**src/rtl/i2c_pkg.sv**
```systemverilog
// Shared types and bus-level constants for the I2C burst master.
package i2c_pkg;

  typedef enum logic [3:0] {
    IDLE, START, ADDR, ADDR_ACK, WDATA, WACK, RDATA, RACK, STOP
  } i2c_state_t;

  localparam logic I2C_READ  = 1'b1;
  localparam logic I2C_WRITE = 1'b0;
  localparam logic ACK       = 1'b0;
  localparam logic NACK      = 1'b1;

endpackage

```
**src/rtl/i2c_phase_gen.sv**
```systemverilog
// Quarter-phase timebase: a CLK_DIV prescaler feeding a 2-bit quarter counter.
module i2c_phase_gen #(
  parameter int CLK_DIV = 4
) (
  input  logic       clk,
  input  logic       rst,
  input  logic       en_i,
  input  logic       clr_i,
  output logic       tick_o,
  output logic [1:0] phase_o
);

  logic [7:0] div_q;
  logic [1:0] phase_q;

  // tick marks the last clk cycle of the current quarter
  assign tick_o  = en_i && (div_q == 8'(CLK_DIV - 1));
  assign phase_o = phase_q;

  always_ff @(posedge clk) begin
    if (rst || clr_i) begin
      div_q   <= 8'd0;
      phase_q <= 2'd0;
    end else if (en_i) begin
      if (tick_o) begin
        div_q   <= 8'd0;
        phase_q <= phase_q + 2'd1;
      end else begin
        div_q <= div_q + 8'd1;
      end
    end
  end

endmodule

```
**src/rtl/i2c_burst_master.sv**
```systemverilog
// Single-master I2C burst engine: START, address, N write or read bytes, STOP.
module i2c_burst_master
  import i2c_pkg::*;
#(
  parameter int CLK_DIV = 4,
  parameter int LEN_W   = 4
) (
  input  logic             clk,
  input  logic             rst,
  input  logic             cmd_valid,
  output logic             cmd_ready,
  input  logic [6:0]       cmd_addr,
  input  logic             cmd_rw,
  input  logic [LEN_W-1:0] cmd_len,
  input  logic [7:0]       wr_data,
  input  logic             wr_valid,
  output logic             wr_ready,
  output logic [7:0]       rd_data,
  output logic             rd_valid,
  output logic             busy,
  output logic             done,
  output logic             nack_err,
  output logic             scl_out,
  output logic             sda_out,
  input  logic             sda_in
);

  i2c_state_t       state_q;
  logic             scl_q, sda_q;
  logic [7:0]       sh_q;
  logic [2:0]       bit_q;
  logic [LEN_W-1:0] cnt_q;
  logic [6:0]       addr_q;
  logic             rw_q, ack_q, stall_q;
  logic             busy_q, done_q, cmd_ready_q, wr_ready_q, rd_valid_q, nack_q;
  logic [7:0]       rd_data_q;

  logic             tick;
  logic [1:0]       phase;
  logic             accept;
  logic [LEN_W-1:0] cnt_d;
  logic [7:0]       sh_rx_d;

  assign accept  = cmd_valid && cmd_ready_q;
  assign cnt_d   = cnt_q - LEN_W'(1);
  assign sh_rx_d = {sh_q[6:0], sda_in};

  // the timebase freezes in Q0 while waiting for write data
  i2c_phase_gen #(.CLK_DIV(CLK_DIV)) u_phase (
    .clk     (clk),
    .rst     (rst),
    .en_i    (busy_q && !stall_q),
    .clr_i   (accept),
    .tick_o  (tick),
    .phase_o (phase)
  );

  always_ff @(posedge clk) begin
    if (rst) begin
      state_q     <= IDLE;
      scl_q       <= 1'b1;
      sda_q       <= 1'b1;
      sh_q        <= 8'd0;
      bit_q       <= 3'd0;
      cnt_q       <= '0;
      addr_q      <= 7'd0;
      rw_q        <= I2C_WRITE;
      ack_q       <= ACK;
      stall_q     <= 1'b0;
      busy_q      <= 1'b0;
      done_q      <= 1'b0;
      cmd_ready_q <= 1'b1;
      wr_ready_q  <= 1'b0;
      rd_valid_q  <= 1'b0;
      nack_q      <= 1'b0;
      rd_data_q   <= 8'd0;
    end else begin
      done_q     <= 1'b0;
      wr_ready_q <= 1'b0;
      rd_valid_q <= 1'b0;

      // common bit clocking: SCL rises entering Q2, falls entering Q0
      if (tick && state_q != IDLE && state_q != START && state_q != STOP) begin
        if (phase == 2'd1) scl_q <= 1'b1;
        if (phase == 2'd3) scl_q <= 1'b0;
      end

      case (state_q)
        IDLE: begin
          if (accept) begin
            addr_q      <= cmd_addr;
            rw_q        <= cmd_rw;
            cnt_q       <= cmd_len;
            busy_q      <= 1'b1;
            cmd_ready_q <= 1'b0;
            nack_q      <= 1'b0;
            sda_q       <= 1'b0;
            scl_q       <= 1'b1;
            state_q     <= START;
          end
        end
        START: begin
          if (tick && phase == 2'd1) scl_q <= 1'b0;
          if (tick && phase == 2'd3) begin
            sh_q    <= {addr_q, rw_q};
            sda_q   <= addr_q[6];
            bit_q   <= 3'd7;
            state_q <= ADDR;
          end
        end
        ADDR, WDATA: begin
          if (stall_q) begin
            if (wr_valid) begin
              sh_q       <= wr_data;
              sda_q      <= wr_data[7];
              wr_ready_q <= 1'b1;
              stall_q    <= 1'b0;
            end
          end else if (tick && phase == 2'd3) begin
            if (bit_q == 3'd0) begin
              sda_q   <= 1'b1;
              state_q <= (state_q == ADDR) ? ADDR_ACK : WACK;
            end else begin
              sh_q  <= {sh_q[6:0], 1'b0};
              sda_q <= sh_q[6];
              bit_q <= bit_q - 3'd1;
            end
          end
        end
        ADDR_ACK, WACK: begin
          if (tick && phase == 2'd2) ack_q <= sda_in;
          if (tick && phase == 2'd3) begin
            if (state_q == WACK) cnt_q <= cnt_d;
            if (ack_q == NACK) begin
              nack_q  <= 1'b1;
              sda_q   <= 1'b0;
              state_q <= STOP;
            end else if ((state_q == ADDR_ACK && cnt_q == '0) ||
                         (state_q == WACK && cnt_d == '0)) begin
              sda_q   <= 1'b0;
              state_q <= STOP;
            end else if (state_q == ADDR_ACK && rw_q == I2C_READ) begin
              sda_q   <= 1'b1;
              bit_q   <= 3'd7;
              state_q <= RDATA;
            end else begin
              bit_q   <= 3'd7;
              state_q <= WDATA;
              if (wr_valid) begin
                sh_q       <= wr_data;
                sda_q      <= wr_data[7];
                wr_ready_q <= 1'b1;
              end else begin
                stall_q <= 1'b1;
              end
            end
          end
        end
        RDATA: begin
          if (tick && phase == 2'd2) begin
            sh_q <= sh_rx_d;
            if (bit_q == 3'd0) begin
              rd_data_q  <= sh_rx_d;
              rd_valid_q <= 1'b1;
            end
          end
          if (tick && phase == 2'd3) begin
            if (bit_q == 3'd0) begin
              cnt_q   <= cnt_d;
              sda_q   <= (cnt_d != '0) ? ACK : NACK;
              state_q <= RACK;
            end else begin
              bit_q <= bit_q - 3'd1;
            end
          end
        end
        RACK: begin
          if (tick && phase == 2'd3) begin
            if (cnt_q != '0) begin
              sda_q   <= 1'b1;
              bit_q   <= 3'd7;
              state_q <= RDATA;
            end else begin
              sda_q   <= 1'b0;
              state_q <= STOP;
            end
          end
        end
        STOP: begin
          if (tick && phase == 2'd0) scl_q <= 1'b1;
          if (tick && phase == 2'd2) sda_q <= 1'b1;
          if (tick && phase == 2'd3) begin
            busy_q      <= 1'b0;
            done_q      <= 1'b1;
            cmd_ready_q <= 1'b1;
            state_q     <= IDLE;
          end
        end
        default: state_q <= IDLE;
      endcase
    end
  end

  assign cmd_ready = cmd_ready_q;
  assign wr_ready  = wr_ready_q;
  assign rd_data   = rd_data_q;
  assign rd_valid  = rd_valid_q;
  assign busy      = busy_q;
  assign done      = done_q;
  assign nack_err  = nack_q;
  assign scl_out   = scl_q;
  assign sda_out   = sda_q;

endmodule

```
**config.mk**
```make
export PLATFORM = sky130hd
export DESIGN_NAME = i2c_burst_master
export DESIGN_NICKNAME = d
export VERILOG_FILES = /design/src/rtl/i2c_pkg.sv /design/src/rtl/i2c_phase_gen.sv /design/src/rtl/i2c_burst_master.sv
export SDC_FILE = /design/constraint.sdc
export NUM_CORES = 1
export LEC_CHECK = 0
export ABC_CLOCK_PERIOD_IN_PS = 5000
export CORE_UTILIZATION = 35
export CTS_BUF_LIST = sky130_fd_sc_hd__clkbuf_4 sky130_fd_sc_hd__clkbuf_8 sky130_fd_sc_hd__clkbuf_16
export DETAILED_ROUTE_END_ITERATION = 12
export GPL_ROUTABILITY_DRIVEN = 1
export PLACE_DENSITY = 0.64
export SYNTH_ARGS = -nofsm -noshare
export SYNTH_HDL_FRONTEND = slang
export SYNTH_SLANG_ARGS = --single-unit
```
**constraint.sdc**
```tcl
create_clock -name clk -period 5 [get_ports clk]
set_input_delay 1 -clock clk [delete_from_list [all_inputs] [get_ports clk]]
set_output_delay 1 -clock clk [all_outputs]
set_load 0.01 [all_outputs]
```
-- Word-level counts from Yosys, hierarchy flattened
Cells that the tools add are included.
- $add $sub $neg: 4
- eq/ne operators: 35
- bitwise operators: 3
- reductions and logical operators: 47
- muxes and demuxes: 93
- operator list (operator ; count):
    $mux 8 ; 11
    $mux 4 ; 18
    $mux 1 ; 42
    $ne 2x2->1 const B ; 18
    $pmux 8 s4 ; 1
    $mux 3 ; 10
    $pmux 4 s7 ; 1
    $reduce_and 9->1 ; 2
    $eq 4x3->1 const B ; 4
    $reduce_bool 4->1 ; 4
    $pmux 3 s5 ; 1
    $logic_and 1x1->1 ; 13
    $logic_not 4->1 ; 3
    $pmux 4 s3 ; 1
    $reduce_and 6->1 ; 2
    $pmux 1 s2 ; 5
    $reduce_and 10->1 ; 1
    $add 8x1->8 const B ; 1
    $eq 4x2->1 const B ; 2
    $eq 8x2->1 const B ; 1
    $reduce_and 8->1 ; 1
    $pmux 1 s7 ; 1
    $reduce_bool 7->1 ; 1
    $ne 3x3->1 const B ; 2
    other kinds (25) ; 36
- output and inout port bits: 16
- bits of input ports: 25
- flip-flop bits (word level): 55
- word-level logic and storage cells: 201

-- Depth between registers and ports, before layout
- depth in word-level cells: 9
- gate-level depth with buffers: 10
- depth with buffers taken out: 8

-- By module
From an unflattened synthesis, not the netlist that was laid out.
- cells, all modules: 369
- area, all modules: 3025.4 um^2
- by module, submodules not included (module ; area each (um^2) ; sequential area each (um^2) ; instances ; cells an instance):
    i2c_burst_master ; 2562.5 ; 880.8 ; 1 ; 315
    i2c_phase_gen ; 462.9 ; 200.2 ; 1 ; 54

-- Worst setup path before layout
OpenSTA, ideal clock, no wires.
- path type: input -> register
- start: input wr_valid
- end: register sda_q, in the netlist sda_out
- slack: 2.885 ns
- cell stages on the path: 7
- path buffers: 1
- required time: 4.880 ns
- arrival: 1.995 ns
- library setup time: 0.120 ns
- cells stage by stage: buf_6 -> mux2i_1 -> nor4_1 -> a31oi_1 -> o211a_1 -> o21ai_0 -> a211o_1
- word-level cells in the longest chain between the ends: 6
- elaborated cells on any way between the ends: 7
- classes of those cells: mux (7)
- RTL lines (what ; line ; source):
    start, declared ; i2c_burst_master.sv:16 ; input logic wr_valid,
    $mux 1 (*) ; n/a ;
    $mux 1 (4 in a row) ; n/a ;
    $pmux 1 s7 (*) ; n/a ;
    end signal, assigned ; i2c_burst_master.sv:106 ; sda_q <= addr_q[6];
    end signal, assigned ; i2c_burst_master.sv:115 ; sda_q <= wr_data[7];
    end signal, assigned ; i2c_burst_master.sv:125 ; sda_q <= sh_q[6];
    end, declared ; i2c_burst_master.sv:29 ; logic scl_q, sda_q;
Mark *: on every way between the ends. The rest lies on a longest branch, timed or not. The select of a mux whose other input is x is not followed.
A chain may end at the register's enable or synchronous reset.

-- Final worst setup path
- start: register state_q[0]
- end: register cnt_q[3]
- word-level cells in the longest chain between the ends: 4
- elaborated cells on any way between the ends: 13
- classes of those cells: eq/ne (8); mux (1); reduce/logical (4)
- RTL lines (what ; line ; source):
    start, declared ; i2c_burst_master.sv:28 ; i2c_state_t state_q;
    start signal, assigned ; i2c_burst_master.sv:122 ; state_q <= (state_q == ADDR) ? ADDR_ACK : WACK;
    $eq 4x3->1 or $eq 4x2->1 (tied branches) ; i2c_burst_master.sv:88, i2c_burst_master.sv:133 ;
    $reduce_or 2->1 ; i2c_burst_master.sv:88 ; case (state_q)
    $ne 2x2->1 (no line) or $reduce_bool 3->1 (tied branches) ; n/a ;
    $reduce_and 6->1 (no line) ; n/a ;
    end signal, assigned ; i2c_burst_master.sv:93 ; cnt_q <= cmd_len;
    end signal, assigned ; i2c_burst_master.sv:133 ; if (state_q == WACK) cnt_q <= cnt_d;
    end signal, assigned ; i2c_burst_master.sv:169 ; cnt_q <= cnt_d;
    end, declared ; i2c_burst_master.sv:32 ; logic [LEN_W-1:0] cnt_q;
Several ways; a longest one is shown, not always the timed one.

==> metrics.md <==
| Metric | Value |
|---|---|
| Status | finished clean |
| ANT cells | 0 |
| Peak supply drop | 0.143 mV |
| Vias | roughly 2.9k |
| Detailed Route Iter0 Violations | 311 |
| Crit. End Element | register |
| Final Max Slew Viols | 0 |
| Drt pass-1 iters | 5 |
| Die area | 0.00935 mm² |
| Area grow syn2layout | 17.4% |
| FILL cells | 881 |
| Detail-routed via count per cell | 5.56 |
| GRT overflow | 0 |
| Most frequent cells in the layout | 54 x dfxtp_1, 50 x nor2_1, 40 x nand2_1, 40 x clkdlybuf4s50_1, 31 x a21oi_1 |
| Post-synth cell types | 69 |
| Critical Path Start | state_q[0] |
| Fin cells | 516 |
| Syn nets | 414 |
| Avg Inst Size Synth | slightly above 8 µm² |
| RSZ-0062 raised after global routing | no |
| Crit path capture | cnt_q[3] |
| Setup_tns | 0 ns |
| Normalized max-slew margin | 42.8% |
| Clk pin slew, worst setup/hold paths | about 0.10 ns |
| Synthesized area | 0.00314 mm² |
| Upper clock frequency limit | about 350 MHz |
| Post-CTS Hold Buffers | 0 |
| Reg2reg path depth | 6 |
| Final routed DRC violation total | 0 |
| Flop2flop setup slack | 2.15 ns |
| Post-synth EDFFs | 0 |
| DIE WIDTH | between 90 and 100 µm |
| Startpoint class of the critical path | register |
| CORE AREA | a little under 0.009 mm² |
| Post-CTS Setup Inserts | 0 |
| Leading cell type in the layout, fill and taps excluded | dfxtp_1 |
| Seq/Total Area, Yosys | 34.4% |
| Worst-path fanout max | 29 |
| Gpl congestion | 0.905 |
| Hold WS | approximately 0.47 ns |
| Vias in the first global route | 2,689 |
| Initial antenna violation count | 0 |
| Fraction of registers with async set/reset | 0% |
| Ys Warns | 0 |
| First-pass GRT wire length | 13,300 µm |
| Placed Cells | 508 |
| Clock sink total | 54 |
| CTS Root Cell | clkbuf_8 |
| Register Area | 0.00108 mm² |
| Post-DP HPWL | 5660 µm |
| Maximum number of pins on one net before global-route repair | 34 |
| Worst-Margin Slew | 0.857 ns |
| Fin crit share | 57.0% |
| Critical hold path startpoint | addr_q[5] |
| Initial Util | 36.0% |
| IO buf count | 40 |
| Worst path arrival time | 3.04 ns |
| Cells after Synth | 380 |
| Yosys reg bits | 54 |
| Cts bufs inserted | 5 |
| Worst r2r dst | cnt_q[3] |
| Nets | ~440 |
| Most used DFF post-synth | dfxtp_1 |
| All-layer global routing usage | 17.3% |
| Site row count | 34 |
| Clk_skew | approximately 0.008 ns |
| TritonCTS clock tree | done |
| Cell Pwr Density | a little over 400 mW/mm² |
| P_leak | 1.27 nW |
| Hold Crit Class | register to register |
| WL/cell | approximately 15 µm |
| Final wirelength | between 7000 and 8000 µm |
| Top-Level Pins | approximately 40 |
| H-tree Lvls | 2 |
| Die H | 96.7 µm |
| Worst skew pair latency | 0.31 ns |
| R2r startpoint | state_q[0] |
| Setup CP Type | register to register |
| Max Cap Violations | 0 |
| Share of cells above drive strength 1 | 7.11% |
| Resize count post-CTS | 0 |
| Post-route minimum period | 2.85 ns |
| Critical Path RT | between 5 and 6 ns |
| Endpoints failing setup | 0 |
| DRT antenna net count | 0 |
| Final Hold Viols | 0 |
| Clock Tree Buf Depth | 2 |
| Area taken by multi-input logic gates | 0.00187 mm² |
metal layers:
metal | vias up | global-route usage (%) | share of wire [%]
li1 | 1418 | - | -
met5 | - | 0 | 0
met2 | 117 | 26.2 | 45
met1 | 1323 | 24.7 | 46
met4 | 0 | 5.17 | 1.9
met3 | 13 | 3.32 | 7.1
stage by stage:
stage	power, W	worst slack (ns)	area [µm²]	utilization, %
floorplan	0.00102	2.89	3140	-
global route	0.00164	1.82	3690	42.3
CTS	0.00153	2.19	3690	42.3
detailed placement	0.00117	2.02	3540	40.6
global placement	0.00116	2.08	3540	40.6
finish	0.00153	2.15	3690	42.3
cell usage after synthesis, drive strengths merged, types with 2 or more instances:
master    n  share of area, %
nor2     51               6.2
a32o      2              0.64
or3       2              0.40
o21ai    24               4.1
mux2i    20               6.4
a31oi     3              0.60
and2      2              0.48
nand2    41               5.0
ha        9               3.6
nor4      5               1.7
xnor2     3              0.84
a21oi    31               4.9
buf      15               3.8
and3b     2              0.56
inv      10               1.2
nand2b    7               1.4
nand3     9               1.4
and3      5               1.0
a21o      2              0.48
clkbuf    7              0.84
dfxtp    54                34
and4      4               1.2
nor3     11               2.1
a2111oi   2               1.2
nor2b     5               1.0
xor2      6               1.7
a22oi     3              0.72
a221oi    8               2.4
nand4     4              0.80
a211oi    8               1.9
worst min-delay path by stage:
stage | end | slack (ns) | cells past startpoint
global placement | addr_q[4] | 0.45 | 2
finish | addr_q[5] | 0.47 | 2
detailed placement | addr_q[5] | 0.45 | 2
global route | addr_q[2] | 0.50 | 2
CTS | addr_q[5] | 0.47 | 2
floorplan | addr_q[0] | 0.44 | 2
critical path, cell delays in order (launching register included):
cell and delay [ns]:
dfxtp_1 0.90, and4bb_2 0.33, a21oi_1 0.67, o2111a_1 0.46
o21ai_0 0.14, a22oi_1 0.18, nor2_1 0.05
state kept, by name, indices dropped and copies added (netlist names), 2 cells and up:
| signal | cells |
|---|---|
| rd_data | 8 |
| u_phase.div_q | 8 |
| addr_q | 7 |
| sh_q | 7 |
| cnt_q | 4 |
| state_q | 4 |
| bit_q | 3 |
| u_phase.phase_o | 2 |
area by class of cell:
type / instances / area share, %
Clock inverter: 2 / 1.63
Clock buffer: 6 / 2.24
Tap cell: 108 / 3.67
Timing Repair Buffer: 43 / 11.5
Sequential cell: 54 / 29.3
Inverter: 10 / 1.02
Multi-Input combinational cell: 293 / 50.6
cells by family after synthesis:
logic type      after synthesis  synth area share (%)
simple gates                156                  25.4
compound gates               98                  21.2
flops                        54                  34.4
buf+inv                      33                  6.10
mux                          21                  6.74
xor+xnor                      9                  2.51
fa+ha+maj                     9                  3.59
where the power goes:
group | internal, W | leakage (nW) | switching (W) | total (W)
registers | 0.000493 | 0.438 | 0.0000933 | 0.000587
logic | 0.000248 | 0.765 | 0.000333 | 0.000581
clock network | 0.000214 | 0.0714 | 0.000149 | 0.000363
Note: power is estimated with default switching activity, not from simulation.
